<file path="src/rtl/pll_ctrl_pkg.sv">
// PLL lock controller shared definitions.
// State encoding, parameter defaults and sizing helpers.
package pll_ctrl_pkg;

  localparam int RST_CYCLES_DEF    = 24;
  localparam int LOCK_WAIT_DEF     = 24000;
  localparam int STABLE_CYCLES_DEF = 240;
  localparam int MAX_RETRY_DEF     = 7;

  localparam int RELOCK_W = 8;

  localparam logic [2:0] ENC_RESET_PLL = 3'd0;
  localparam logic [2:0] ENC_WAIT_LOCK = 3'd1;
  localparam logic [2:0] ENC_STABLE    = 3'd2;
  localparam logic [2:0] ENC_RUN       = 3'd3;
  localparam logic [2:0] ENC_FAULT     = 3'd4;

  typedef enum logic [2:0] {
    RESET_PLL = ENC_RESET_PLL,
    WAIT_LOCK = ENC_WAIT_LOCK,
    STABLE    = ENC_STABLE,
    RUN       = ENC_RUN,
    FAULT     = ENC_FAULT
  } state_e;

  function automatic int max3(
    input int a,
    input int b,
    input int c
  );
    int m;
    m = (a > b) ? a : b;
    return (m > c) ? m : c;
  endfunction

  // Bits needed to hold values 0 .. n-1.
  function automatic int cnt_w(input int n);
    return (n < 2) ? 1 : $clog2(n);
  endfunction

endpackage

</file>
<file path="src/rtl/pll_lock_ctrl_if.sv">
// PLL lock controller signal bundle.
// slave = the controller, master = the surrounding system.
interface pll_lock_ctrl_if;
  import pll_ctrl_pkg::*;

  logic                extlock;
  logic                sw_relock;
  logic                pll_reset;
  logic                sys_rst;
  logic                locked;
  logic                fault;
  logic [RELOCK_W-1:0] relock_cnt;

  modport master (
    output extlock,
    output sw_relock,
    input  pll_reset,
    input  sys_rst,
    input  locked,
    input  fault,
    input  relock_cnt
  );

  modport slave (
    input  extlock,
    input  sw_relock,
    output pll_reset,
    output sys_rst,
    output locked,
    output fault,
    output relock_cnt
  );

endinterface

</file>
<file path="src/rtl/pll_lock_ctrl_sync_2ff.sv">
// Two-flop synchronizer for a single asynchronous level.
module sync_2ff (
  input  logic i_clk,
  input  logic i_rst,
  input  logic i_d,
  output logic o_q
);

  logic r_meta;
  logic r_sync;

  always_ff @(posedge i_clk or posedge i_rst) begin
    if (i_rst) begin
      r_meta <= 1'b0;
      r_sync <= 1'b0;
    end else begin
      r_meta <= i_d;
      r_sync <= r_meta;
    end
  end

  assign o_q = r_sync;

endmodule

</file>
<file path="src/rtl/pll_lock_ctrl.sv">
// PLL reset/lock sequencer with retry, fault and relock tracking.
// Drives PLL reset and the system reset of PLL-clocked logic.
module pll_lock_ctrl
  import pll_ctrl_pkg::*;
#(
  parameter int RST_CYCLES    = RST_CYCLES_DEF,
  parameter int LOCK_WAIT     = LOCK_WAIT_DEF,
  parameter int STABLE_CYCLES = STABLE_CYCLES_DEF,
  parameter int MAX_RETRY     = MAX_RETRY_DEF
) (
  input  logic           refclk,
  input  logic           reset,
  pll_lock_ctrl_if.slave bus
);

  localparam int TW = cnt_w(max3(RST_CYCLES, LOCK_WAIT, STABLE_CYCLES));
  localparam int RW = cnt_w(MAX_RETRY + 1);

  localparam logic [TW-1:0] T_RST    = TW'(RST_CYCLES - 1);
  localparam logic [TW-1:0] T_LOCK   = TW'(LOCK_WAIT - 1);
  localparam logic [TW-1:0] T_STABLE = TW'(STABLE_CYCLES - 1);

  state_e              r_state;
  logic [TW-1:0]       r_timer;
  logic [RW-1:0]       r_retry;
  logic [RELOCK_W-1:0] r_relock_cnt;
  logic                r_pll_reset;
  logic                r_sys_rst;
  logic                r_locked;
  logic                r_fault;
  logic                w_lock_s;
  logic                w_retry_last;

  sync_2ff u_sync (
    .i_clk (refclk),
    .i_rst (reset),
    .i_d   (bus.extlock),
    .o_q   (w_lock_s)
  );

  assign w_retry_last = (int'(r_retry) + 1) >= MAX_RETRY;

  always_ff @(posedge refclk or posedge reset) begin
    if (reset) begin
      r_state      <= RESET_PLL;
      r_timer      <= '0;
      r_retry      <= '0;
      r_relock_cnt <= '0;
      r_pll_reset  <= 1'b1;
      r_sys_rst    <= 1'b1;
      r_locked     <= 1'b0;
      r_fault      <= 1'b0;
    end else begin
      // Outputs decode the state one edge late; timing is built around it.
      r_pll_reset <= (r_state == RESET_PLL) || (r_state == FAULT);
      r_sys_rst   <= (r_state != RUN);
      r_locked    <= (r_state == RUN);
      r_fault     <= (r_state == FAULT);
      unique case (r_state)
        RESET_PLL: begin
          if (r_timer == T_RST) begin
            r_state <= WAIT_LOCK;
            r_timer <= '0;
          end else begin
            r_timer <= r_timer + 1'b1;
          end
        end
        WAIT_LOCK: begin
          if (w_lock_s) begin
            r_state <= STABLE;
            r_timer <= '0;
          end else if (r_timer == T_LOCK) begin
            r_retry <= r_retry + 1'b1;
            r_timer <= '0;
            r_state <= w_retry_last ? FAULT : RESET_PLL;
          end else begin
            r_timer <= r_timer + 1'b1;
          end
        end
        STABLE: begin
          if (!w_lock_s) begin
            r_state <= WAIT_LOCK;
            r_timer <= '0;
          end else if (r_timer == T_STABLE) begin
            r_state <= RUN;
            r_timer <= '0;
            r_retry <= '0;
          end else begin
            r_timer <= r_timer + 1'b1;
          end
        end
        RUN: begin
          if (!w_lock_s || bus.sw_relock) begin
            r_state <= RESET_PLL;
            r_timer <= '0;
            if (!w_lock_s && (r_relock_cnt != '1)) begin
              r_relock_cnt <= r_relock_cnt + 1'b1;
            end
          end
        end
        FAULT: begin
          if (bus.sw_relock) begin
            r_state <= RESET_PLL;
            r_timer <= '0;
            r_retry <= '0;
          end
        end
        default: begin
          r_state <= RESET_PLL;
          r_timer <= '0;
        end
      endcase
    end
  end

  assign bus.pll_reset  = r_pll_reset;
  assign bus.sys_rst    = r_sys_rst;
  assign bus.locked     = r_locked;
  assign bus.fault      = r_fault;
  assign bus.relock_cnt = r_relock_cnt;

endmodule

</file>
<file path="src/flat_wrapper.sv">
// flat-port wrapper written by rule: the top's interface ports become plain ports
module pll_lock_ctrl_flat import pll_ctrl_pkg::*;
#(
  parameter int RST_CYCLES    = RST_CYCLES_DEF,
  parameter int LOCK_WAIT     = LOCK_WAIT_DEF,
  parameter int STABLE_CYCLES = STABLE_CYCLES_DEF,
  parameter int MAX_RETRY     = MAX_RETRY_DEF
)
  (refclk, reset, bus_extlock, bus_sw_relock, bus_pll_reset, bus_sys_rst, bus_locked, bus_fault, bus_relock_cnt);
  pll_lock_ctrl_if bus_i ();
  input  logic refclk;
  input  logic reset;
  input wire logic [$bits(bus_i.extlock)-1:0] bus_extlock;
  input wire logic [$bits(bus_i.sw_relock)-1:0] bus_sw_relock;
  output wire logic [$bits(bus_i.pll_reset)-1:0] bus_pll_reset;
  output wire logic [$bits(bus_i.sys_rst)-1:0] bus_sys_rst;
  output wire logic [$bits(bus_i.locked)-1:0] bus_locked;
  output wire logic [$bits(bus_i.fault)-1:0] bus_fault;
  output wire logic [$bits(bus_i.relock_cnt)-1:0] bus_relock_cnt;
  assign bus_i.extlock = bus_extlock;
  assign bus_i.sw_relock = bus_sw_relock;
  assign bus_pll_reset = bus_i.pll_reset;
  assign bus_sys_rst = bus_i.sys_rst;
  assign bus_locked = bus_i.locked;
  assign bus_fault = bus_i.fault;
  assign bus_relock_cnt = bus_i.relock_cnt;
  pll_lock_ctrl #(.RST_CYCLES(RST_CYCLES), .LOCK_WAIT(LOCK_WAIT), .STABLE_CYCLES(STABLE_CYCLES), .MAX_RETRY(MAX_RETRY)) u_core (.refclk(refclk), .reset(reset), .bus(bus_i));
endmodule
</file>
<file path="config.mk">
export PLATFORM = sky130hd
export DESIGN_NAME = pll_lock_ctrl_flat
export DESIGN_NICKNAME = d
export VERILOG_FILES = /design/src/rtl/pll_ctrl_pkg.sv /design/src/rtl/pll_lock_ctrl_if.sv /design/src/rtl/pll_lock_ctrl_sync_2ff.sv /design/src/rtl/pll_lock_ctrl.sv /design/src/flat_wrapper.sv
export SDC_FILE = /design/constraint.sdc
export NUM_CORES = 1
export LEC_CHECK = 0
export ABC_CLOCK_PERIOD_IN_PS = 3400
export BUFFER_PORTS_ARGS = -buffer_cell sky130_fd_sc_hd__clkbuf_2
export CAP_MARGIN = 10
export CORE_AREA = 4 4 68 55
export CTS_BUF_LIST = sky130_fd_sc_hd__clkbuf_4 sky130_fd_sc_hd__clkbuf_8
export CTS_CLUSTER_SIZE = 28
export DETAILED_ROUTE_END_ITERATION = 16
export DIE_AREA = 0 0 72 59
export PLACE_DENSITY = 0.81
export SLEW_MARGIN = 0
export SYNTH_ARGS = -nofsm -noshare
export SYNTH_HDL_FRONTEND = slang
export SYNTH_HIERARCHICAL = 1
export SYNTH_SLANG_ARGS = --single-unit
</file>
<file path="constraint.sdc">
create_clock -name refclk -period 3.4 [get_ports refclk]
set_clock_uncertainty 0.05 [all_clocks]
set_input_delay 0 -clock refclk [delete_from_list [all_inputs] [get_ports refclk]]
set_output_delay 0 -clock refclk [all_outputs]
set_load 0.03 [all_outputs]
</file>
==> metrics.txt, run 1 <==
# setup viols final 0; fmax 398.2 MHz; vias per std cell 5.963; grt ovf 0; Sw Share 40.48%; Synth Area in XOR/XNOR 7.976%; Tightest Hold Check Type in -> reg; DIE WIDTH 72 µm; post-synthesis sequential area ratio 47.05%; Pwr Density 688.2 nW/µm²; Peak VDD IR 0.0005517 V; count leader, synth dfrtp_1; final instance area 2066 µm²; Port Buffers 15; MaxCap Viol Count 0; initial antenna violation count 0; Die Y 59 µm; total clock buffers created by CTS 5; register share of total power 43.9%; cell taking the most area after synthesis dfrtp_1; post-synthesis mux area share 1.944%; multi-input logic area 908.4 µm²; GRT Overall Usage 21.49%; fill count 252; largest net degree at the start of global routing 33; Synth Area in Compound Gates 9.517%; simple-gate share of the synthesized area 27.21%; DRT antenna net count 0; P_int 846.2 µW; First DRT Iteration DRCs 128; Cells after DPL 236; Avg WL per Cell 15.80 µm; placed instance area 1957 µm²; Post-Syn Nets 194; cell row count 18; NetSw 575.5 µW; cell area after synthesis 1867 µm²; Synth Area in Adders 2.011%; crit path launch type register; Tcrit/Tclk final 73.87%; DP HPWL 2.697 mm; clock-pin slew on the worst setup and hold paths 0.06 ns; Worst slew margin 54.50%; Yosys top cell area share 44.24%; WP data required 3.52 ns; Initial Util 60.06%; largest family of logic cells by synthesized area simple AND/OR/NAND/NOR gates; Setup Buffers After CTS 0; first-pass GRT wire length 6.865 mm; Post-synth EDFFs 0; iteration count of the initial detailed-routing pass 4; final wirelength 3.886 mm; CTS Root Cell clkbuf_8; yosys synthesis warning count 6; via count 1467; clock power share 21.3%; CP arrival 2.64 ns; worst-case clock buffer depth 2; post-synth cell types 48; Syn Area/Cell 9.983 µm²; outcome finished, final reports clean; RSZ-0062 raised after global routing false; storage element area 878.3 µm²; Comb power frac 34.8%; area grow syn2layout 10.66%; clock sink count 35; Layout Nets 212; Worst-Margin Slew 0.6802 ns; Final WS setup 0.8884 ns; vias in the first global route 1479; Die Area 4248 µm²; # diodes 0; worst-path maximum fanout 14; CP endpoint kind register; minimum clock period 2.512 ns; # IOs 16; post-synthesis async set-or-reset flop share 100.0%; final routed DRC violation total 0; setup total negative slack 0 ns; pre-CTS setup slack 0.9356 ns; final non-filler cell total 246; Slew Limit Fails 0; post-synthesis instance total 187; GP Congestion 0.9076; critical path type reg -> reg; Commonest cells post-synth dfrtp_1, nor2_1, nand2_1, xnor2_1; CTS tree built; #FFs+latches synth 35; Main synth FF type dfrtp_1; Core Area 3108 µm²; Synth area leaders dfrtp_1, xnor2_1, nor2_1; Leak 0.9126 nW; share of post-route cells with drive strength above 1 17.96%; Fin. Hold Viols 0; H-tree depth 2; Clock Latency Late Sink 0.29 ns
==> critical path: stages (launching register included) <==
cell and delay [ns]:
dfrtp_1 0.43, ha_1 0.28, nand3b_1 0.14, o41ai_2 0.38, o41ai_2 0.20, nor3_4 0.57
mux2_4 0.35
==> per-stage QoR <==
stage	hold slack (ns)	power, mW	util (%)
2_1_floorplan	-0.3088	1.015	-
3_3_place_gp	-0.2150	1.084	62.96
6_report	0.01195	1.422	66.47
3_5_place_dp	-0.2076	1.119	62.96
5_1_grt	0.06845	1.520	66.47
4_1_cts	0.01323	1.429	66.47
==> final cells by class <==
cell class                 count  area share [%]
clock buffer                   7           4.058
timing repair buffer          18           4.967
tap                           40           2.423
clock inverter                 1          0.2423
sequential                    35           42.52
inverter                      10           1.817
multi-input combinational    135           43.97
==> flip-flops by register name (all words and copies together), names as in the netlist <==
name,cells
u_core/u_sync/r_meta,1
u_core/u_sync/o_q,1
u_core/bus.sys_rst,1
u_core/r_state,3
u_core/r_timer,15
u_core/bus.fault,1
u_core/bus.locked,1
u_core/bus.pll_reset,1
u_core/bus.relock_cnt,8
u_core/r_retry,3
==> path summary, 6_finish.rpt <==
kind | startpoint | to | slack (ns) | cells after the start
hold / removal | bus_sw_relock | u_core/r_state[2]$_DFFE_PP0P_ | 0.01 | 3
max in group asynchronous | reset | u_core/bus.sys_rst$_DFF_PP1_ | 2.61 | 4
min in group asynchronous | reset | u_core/u_sync/r_meta$_DFF_PP0_ | 0.08 | 3
setup / recovery | u_core/r_timer[0]$_DFFE_PP0P_ | u_core/r_state[0]$_DFFE_PP0P_ | 0.89 | 6
hold reg to reg | u_core/u_sync/r_meta$_DFF_PP0_ | u_core/u_sync/o_q$_DFF_PP0_ | 0.31 | 0
setup reg to reg | u_core/r_timer[0]$_DFFE_PP0P_ | u_core/r_state[0]$_DFFE_PP0P_ | 0.89 | 6
==> cell usage in the layout, fill, tap and decap left out, types with 3 or more instances in the layout <==
master and count:
nand3_1 10, clkbuf_2 15, nand4_1 4, nand3b_1 4, xnor2_1 11, a21oi_1 7, nor2_1 19, and3_1 4
o21ai_0 8, ha_1 3, xor2_1 6, nand2_1 13, nor3_1 9, nor4_1 5, inv_1 10, dfrtp_1 33
clkbuf_8 5
==> metal layers <==
metal  up-vias  GRT usage (%)  routed length, µm  part of all wire, %
met4         0          12.06                 61                  1.6
met2        42          31.15               1776                   46
met1       724          29.12               1800                   46
met5         -              0                  0                    0
met3         7          6.102                246                  6.3
li1        694              -                  -                    -
==> kinds of logic after synthesis <==
logic type | after synthesis
xor+xnor | 17
compound gates | 26
flops | 35
fa+ha+maj | 3
simple gates | 86
buf+inv | 17
mux | 3
==> power groups by stage <==
stage / combinational, mW / clock, mW / sequential, mW
floorplan: 0.357 / 0 / 0.658
CTS: 0.495 / 0.312 / 0.622
global route: 0.542 / 0.340 / 0.638
global placement: 0.464 / 0 / 0.620
finish: 0.494 / 0.302 / 0.625
detailed placement: 0.488 / 0 / 0.631
==> timing repair <==
action | 4_1_cts | 5_1_grt
resized for setup | 0 | 0
endpoints found under the hold margin | 34 | 0
hold buffers | 2 | 0
No activity file was read; power rests on OpenSTA's default activity.
==> inputs of run 2 (changes only) <==
--- a/config.mk
+++ b/config.mk
@@ -5,15 +5,15 @@
 export SDC_FILE = /design/constraint.sdc
 export NUM_CORES = 1
 export LEC_CHECK = 0
-export ABC_CLOCK_PERIOD_IN_PS = 3400
+export ABC_CLOCK_PERIOD_IN_PS = 2300
 export BUFFER_PORTS_ARGS = -buffer_cell sky130_fd_sc_hd__clkbuf_2
 export CAP_MARGIN = 10
-export CORE_AREA = 4 4 68 55
+export CORE_AREA = 4 4 73 58
 export CTS_BUF_LIST = sky130_fd_sc_hd__clkbuf_4 sky130_fd_sc_hd__clkbuf_8
 export CTS_CLUSTER_SIZE = 28
 export DETAILED_ROUTE_END_ITERATION = 16
-export DIE_AREA = 0 0 72 59
-export PLACE_DENSITY = 0.81
+export DIE_AREA = 0 0 77 62
+export PLACE_DENSITY = 0.75
 export SLEW_MARGIN = 0
 export SYNTH_ARGS = -nofsm -noshare
 export SYNTH_HDL_FRONTEND = slang
==> constraint.sdc (replaced) <==
create_clock -name refclk -period 2.3 [get_ports refclk]
set_clock_uncertainty 0.05 [all_clocks]
set_input_delay 0 -clock refclk [delete_from_list [all_inputs] [get_ports refclk]]
set_output_delay 0 -clock refclk [all_outputs]
set_load 0.03 [all_outputs]
==> run 2 against run 1 <==
Effect of this change: non-clock buffer count increased by 3; critical path depth decreased by 1; routed wire length increased by 7.1%; via count increased by 2.2%; register-to-register slack got worse by 0.88 ns; sequential share of layout area decreased by 1.5 points; global-route usage decreased by 3.2 points; hold slack improved by 0.029 ns; clock-buffer cell count increased by 1; die area increased by 12%; fmax increased by 9.6%; critical endpoint unchanged; highest routed layer unchanged.
==> metrics.txt, run 2 (same netlist as run 1, synthesis figures left out) <==
DRT antenna net count 0 (unchanged); CTS tree built (unchanged); largest net degree at the start of global routing 34 (was 33); Final WS setup 0.008479 ns (was 0.8884 ns); Layout Nets 215 (was 212); commonest non-fill, non-tap cell in the layout dfrtp_1 (unchanged); # IOs 16 (unchanged); Leak 0.9395 nW (was 0.9126 nW); Avg WL per Cell 16.58 µm (was 15.80 µm); Tcrit/Tclk final 99.63% (was 73.87%); # setup viols final 0 (unchanged); Pwr Density 1044 nW/µm² (was 688.2 nW/µm²); GP Congestion 0.9318 (was 0.9076); MaxCap Viol Count 0 (unchanged); Peak VDD IR 0.0006914 V (was 0.0005517 V); WP depth 5 (was 6); Top cell by count, worst path o41ai_4 (was o41ai_2); cell row count 19 (was 18); vias in the first global route 1411 (was 1479); Setup Buffers After CTS 0 (unchanged); vias per std cell 5.976 (was 5.963); Core Area 3542 µm² (was 3108 µm²); final routed DRC violation total 0 (unchanged); register share of total power 40.6% (was 43.9%); Critical Path End u_core/r_state[0]$_DFFE_PP0P_ (unchanged); clock sink count 35 (unchanged); Port Buffers 15 (unchanged); pre-CTS setup slack 0.1046 ns (was 0.9356 ns); Reg2Reg Launch Point u_core/r_timer[4]$_DFFE_PP0P_ (was u_core/r_timer[0]$_DFFE_PP0P_); via count 1500 (was 1467); worst r2r path cells 5 (was 6); fmax 436.4 MHz (was 398.2 MHz); worst-case clock buffer depth 2 (unchanged); setup total negative slack 0 ns (unchanged); critical path type reg -> reg (unchanged); Clock Latency Late Sink 0.28 ns (was 0.29 ns); H-tree depth 2 (unchanged); Critical Path Slowest Stage Cell dfrtp_1 (was nor3_4); NetSw 872.3 µW (was 575.5 µW); worst-path maximum fanout 8 (was 14); iteration count of the initial detailed-routing pass 4 (unchanged); cell chain of the critical path nand4_1 -> o41ai_4 -> o41ai_4 -> nor3_4 -> mux2_4 (was ha_1 -> nand3b_1 -> o41ai_2 -> o41ai_2 -> nor3_4 -> mux2_4); total clock buffers created by CTS 5 (unchanged); critical path startpoint u_core/r_timer[4]$_DFFE_PP0P_ (was u_core/r_timer[0]$_DFFE_PP0P_); WP data required 2.42 ns (was 3.52 ns); DP HPWL 2.940 mm (was 2.697 mm); CP endpoint kind register (unchanged); Fin. Hold Viols 0 (unchanged); clock-pin slew on the worst setup and hold paths 0.07 ns (was 0.06 ns); Die Area 4774 µm² (was 4248 µm²); CP top delay family compound AO/OA/AOI/OAI gates (was simple AND/OR/NAND/NOR gates); Worst-Margin Slew 0.6794 ns (was 0.6802 ns); Critical R2R Capture u_core/r_state[0]$_DFFE_PP0P_ (unchanged); # diodes 0 (unchanged); first-pass GRT wire length 6.727 mm (was 6.865 mm); minimum clock period 2.292 ns (was 2.512 ns); CTS Root Cell clkbuf_8 (unchanged); Initial Util 52.70% (was 60.06%); clock power share 21.9% (was 21.3%); First DRT Iteration DRCs 141 (was 128); area grow syn2layout 14.68% (was 10.66%); Slowest Stage Delay on Critical Path 0.50 ns (was 0.57 ns); GRT Overall Usage 18.28% (was 21.49%); P_int 1.362 mW (was 846.2 µW); Comb power frac 37.4% (was 34.8%); outcome finished, final reports clean (unchanged); share of post-route cells with drive strength above 1 20.10% (was 17.96%); CP arrival 2.41 ns (was 2.64 ns); final wirelength 4.162 mm (was 3.886 mm); Slew Limit Fails 0 (unchanged); commonest non-fill, non-tap cells in the layout dfrtp_1, nor2_1, clkbuf_2 (unchanged); Sw Share 39.04% (was 40.48%); crit path launch type register (unchanged); Worst slew margin 54.59% (was 54.50%); Biggest register u_core/r_timer (unchanged); initial antenna violation count 0 (unchanged); worst path bufs/invs 0 (unchanged); Die Y 62 µm (was 59 µm); reg2reg setup slack 0.008 ns (was 0.89 ns); max reg flops 15 (unchanged); DIE WIDTH 77 µm (was 72 µm); grt ovf 0 (unchanged); Tightest Hold Check Type in -> reg (unchanged)
run 2: worst min-delay path by stage:
stage          cells after the start          start                             end
2_1_floorplan                      1          reset     u_core/u_sync/o_q$_DFF_PP0_
3_3_place_gp                       2          reset  u_core/u_sync/r_meta$_DFF_PP0_
3_5_place_dp                       2          reset  u_core/u_sync/r_meta$_DFF_PP0_
4_1_cts                            3  bus_sw_relock   u_core/r_state[2]$_DFFE_PP0P_
5_1_grt                            3  bus_sw_relock   u_core/r_state[2]$_DFFE_PP0P_
6_report                           3  bus_sw_relock   u_core/r_state[2]$_DFFE_PP0P_
run 2: layout make-up:
class	count	area, µm²
Timing Repair Buffer	21	128.9
Multi-Input combinational cell	135	939.7
Fill cell	282	1401
Clock buffer	8	103.9
Sequential cell	35	878.3
Inverter	10	37.54
Tap cell	42	52.55
run 2: power groups by stage:
stage	Combinational, mW	Clock (mW)	Sequential [mW]
global route	0.917	0.526	0.928
detailed placement	0.787	0	0.909
floorplan	0.527	0	0.973
global placement	0.743	0	0.894
finish	0.836	0.490	0.908
CTS	0.793	0.502	0.898
run 2: per-layer routing:
layer | global-route usage [%] | wire (µm)
met2 | 29.28 | 2015
met3 | 5.331 | 221
met1 | 24.03 | 1881
met4 | 7.360 | 44
met5 | 0 | 0
run 2: through the flow:
| stage | hold WS (ns) | power [mW] | cell area [µm²] | utilization [%] | cells |
|---|---|---|---|---|---|
| after floorplan | -0.3088 | 1.500 | 1867 | - | 187 |
| after global placement | -0.2074 | 1.637 | 1982 | 55.95 | 241 |
| after detailed placement | -0.1939 | 1.696 | 1982 | 55.95 | 241 |
| after CTS | 0.03544 | 2.193 | 2106 | 59.45 | 251 |
| after global routing | 0.08288 | 2.370 | 2141 | 60.44 | 251 |
| final | 0.04142 | 2.234 | 2141 | 60.44 | 251 |
run 2: timing repair:
item | in CTS | in global routing
gates resized for setup | 0 | 5
endpoints found under the setup margin | 0 | 15
hold buffers | 2 | 0
endpoints found under the hold margin | 34 | 0
run 2: worst reg2reg max path, stage by stage (launching register included):
cell,delay [ns]
dfrtp_1,0.50
nand4_1,0.29
o41ai_4,0.50
o41ai_4,0.20
nor3_4,0.31
mux2_4,0.33
==> inputs of run 3 (changes only) <==
--- a/config.mk
+++ b/config.mk
@@ -14,6 +14,7 @@
 export DETAILED_ROUTE_END_ITERATION = 16
 export DIE_AREA = 0 0 77 62
 export PLACE_DENSITY = 0.75
+export SETUP_SLACK_MARGIN = 0.05
 export SLEW_MARGIN = 0
 export SYNTH_ARGS = -nofsm -noshare
 export SYNTH_HDL_FRONTEND = slang
==> constraint.sdc (replaced) <==
create_clock -name refclk -period 2.3 [get_ports refclk]
set_clock_uncertainty 0.05 [all_clocks]
set_input_delay 0.23 -clock refclk [delete_from_list [all_inputs] [get_ports refclk]]
set_output_delay 0.23 -clock refclk [all_outputs]
set_load 0.03 [all_outputs]
==> run 3 against run 2 <==
Effect of this change: sequential cell count unchanged; clock power about the same; utilization up 0.39 points; via count is 0.67% higher; routed wire length rose by 1.6%; combinational power is 1% higher; first-iteration DRC count shrank 9.9%; global-route usage stayed put; critical path depth stayed put; hold slack improved by 0.24 ns; sequential share of layout area is 0.20 points lower; critical path type unchanged.
==> metrics.txt, run 3 (same netlist as run 1, synthesis figures left out) <==
via count 1510 (was 1500); CP arrival 2.37 ns (was 2.41 ns); Leak 0.9421 nW (was 0.9395 nW); cell row count 19 (unchanged); CTS tree built (unchanged); crit path launch type register (unchanged); GRT Overall Usage 18.28% (unchanged); largest net degree at the start of global routing 34 (unchanged); max reg flops 15 (unchanged); Worst-Margin Slew 0.5283 ns (was 0.6794 ns); H-tree depth 2 (unchanged); DIE WIDTH 77 µm (unchanged); Initial Util 52.70% (unchanged); vias in the first global route 1411 (unchanged); final routed DRC violation total 0 (unchanged); Port Buffers 15 (unchanged); grt ovf 0 (unchanged); setup total negative slack 0 ns (unchanged); critical path type reg -> reg (unchanged); Tightest Hold Check Type in -> reg (unchanged); DRT antenna net count 0 (unchanged); Setup Buffers After CTS 0 (unchanged); # IOs 16 (unchanged); iteration count of the initial detailed-routing pass 4 (unchanged); # setup viols final 0 (unchanged); hold_ws 0.2776 ns (was 0.04142 ns); clock sink count 35 (unchanged); Cells after DPL 241 (unchanged); CTS Root Cell clkbuf_8 (unchanged); clock-pin slew on the worst setup and hold paths 0.07 ns (about the same); fill count 282 (unchanged); worst-case clock buffer depth 2 (unchanged); Slew Limit Fails 0 (unchanged); vias per std cell 6.016 (was 5.976); # diodes 0 (unchanged); Core Area 3542 µm² (unchanged); final non-filler cell total 251 (unchanged); GP Congestion 0.9318 (unchanged); Die Y 62 µm (unchanged); outcome finished, final reports clean (unchanged); commonest non-fill, non-tap cells in the layout dfrtp_1, nor2_1, clkbuf_2 (unchanged); Avg WL per Cell 16.84 µm (was 16.58 µm); area grow syn2layout 15.42% (was 14.68%); Layout Utilization 60.83% (was 60.44%); final wirelength 4.228 mm (was 4.162 mm); multi-input logic area 952.2 µm² (was 939.7 µm²); Biggest register u_core/r_timer (unchanged); Tcrit/Tclk final 97.81% (was 99.63%); initial antenna violation count 0 (unchanged); pre-CTS setup slack 0.1046 ns (unchanged); Die Area 4774 µm² (unchanged); Clock Latency Late Sink 0.28 ns (about the same); Pwr Density 1045 nW/µm² (was 1044 nW/µm²); MaxCap Viol Count 0 (unchanged); CP endpoint kind register (unchanged); Final WS setup 0.05044 ns (was 0.008479 ns); minimum clock period 2.250 ns (was 2.292 ns); first-pass GRT wire length 6.727 mm (unchanged); WP data required 2.42 ns (about the same); storage element area 879.6 µm² (was 878.3 µm²); First DRT Iteration DRCs 127 (was 141); fmax 444.5 MHz (was 436.4 MHz); Peak VDD IR 0.0006915 V (was 0.0006914 V); commonest non-fill, non-tap cell in the layout dfrtp_1 (unchanged); Layout Nets 215 (unchanged); Fin. Hold Viols 0 (unchanged); Worst slew margin 64.78% (was 54.59%); share of post-route cells with drive strength above 1 21.05% (was 20.10%); DP HPWL 2.940 mm (unchanged); total clock buffers created by CTS 5 (unchanged); worst-path maximum fanout 9 (was 8)
[run 3: cell counts in the layout (fill, tap and decap cells not counted)]
No cell type changed its count.
[run 3: final timing paths]
check,startpoint,end,slack (ns),depth (start not counted)
max,u_core/r_timer[3]$_DFFE_PP0P_,u_core/r_state[0]$_DFFE_PP0P_,0.05,5
min reg2reg,u_core/u_sync/r_meta$_DFF_PP0_,u_core/u_sync/o_q$_DFF_PP0_,0.31,0
max in group asynchronous,reset,u_core/bus.sys_rst$_DFF_PP1_,1.33,4
min,bus_sw_relock,u_core/r_state[2]$_DFFE_PP0P_,0.28,3
max reg2reg,u_core/r_timer[3]$_DFFE_PP0P_,u_core/r_state[0]$_DFFE_PP0P_,0.05,5
min in group asynchronous,reset,u_core/u_sync/r_meta$_DFF_PP0_,0.29,3
[run 3: worst max-delay path: stages, from the launching register on]
cell     delay, ns
dfrtp_1       0.47
nand4_1       0.27
o41ai_4       0.50
o41ai_4       0.20
nor3_4        0.31
mux2_4        0.33
[run 3: stage by stage]
stage          power [mW]  area, µm²
4_1_cts             2.193       2106
3_3_place_gp        1.637       1982
3_5_place_dp        1.696       1982
2_1_floorplan       1.500       1867
5_1_grt             2.386       2155
6_report            2.251       2155
[run 3: where the power goes]
| group | internal [mW] | switching, mW | total (mW) | leakage [nW] |
|---|---|---|---|---|
| Combinational | 0.339 | 0.508 | 0.847 | 0.431 |
| Clock | 0.285 | 0.206 | 0.491 | 0.0549 |
| Sequential | 0.746 | 0.167 | 0.913 | 0.456 |
| Total | 1.37 | 0.881 | 2.25 | 0.942 |
[run 3: layer usage]
layer / routed length (µm) / up-vias / GRT usage (%)
met4: 73 / 0 / 7.360
li1: - / 706 / -
met1: 1895 / 750 / 24.03
met2: 2033 / 48 / 29.28
met5: 0 / - / 0
met3: 226 / 6 / 5.331
[run 3: layout make-up]
class,count,share of cell area [%]
Inverter,10,1.742
Multi-Input combinational cell,135,44.19
Sequential cell,35,40.82
Tap cell,42,2.439
Timing Repair Buffer,21,5.981
Clock buffer,8,4.820
[run 3: repair_timing]
| action | 4_1_cts | 5_1_grt |
|---|---|---|
| hold endpoints to repair | 34 | 0 |
| hold buffers | 2 | 0 |
| endpoints found under the setup margin | 0 | 15 |
| gates resized for setup | 0 | 8 |
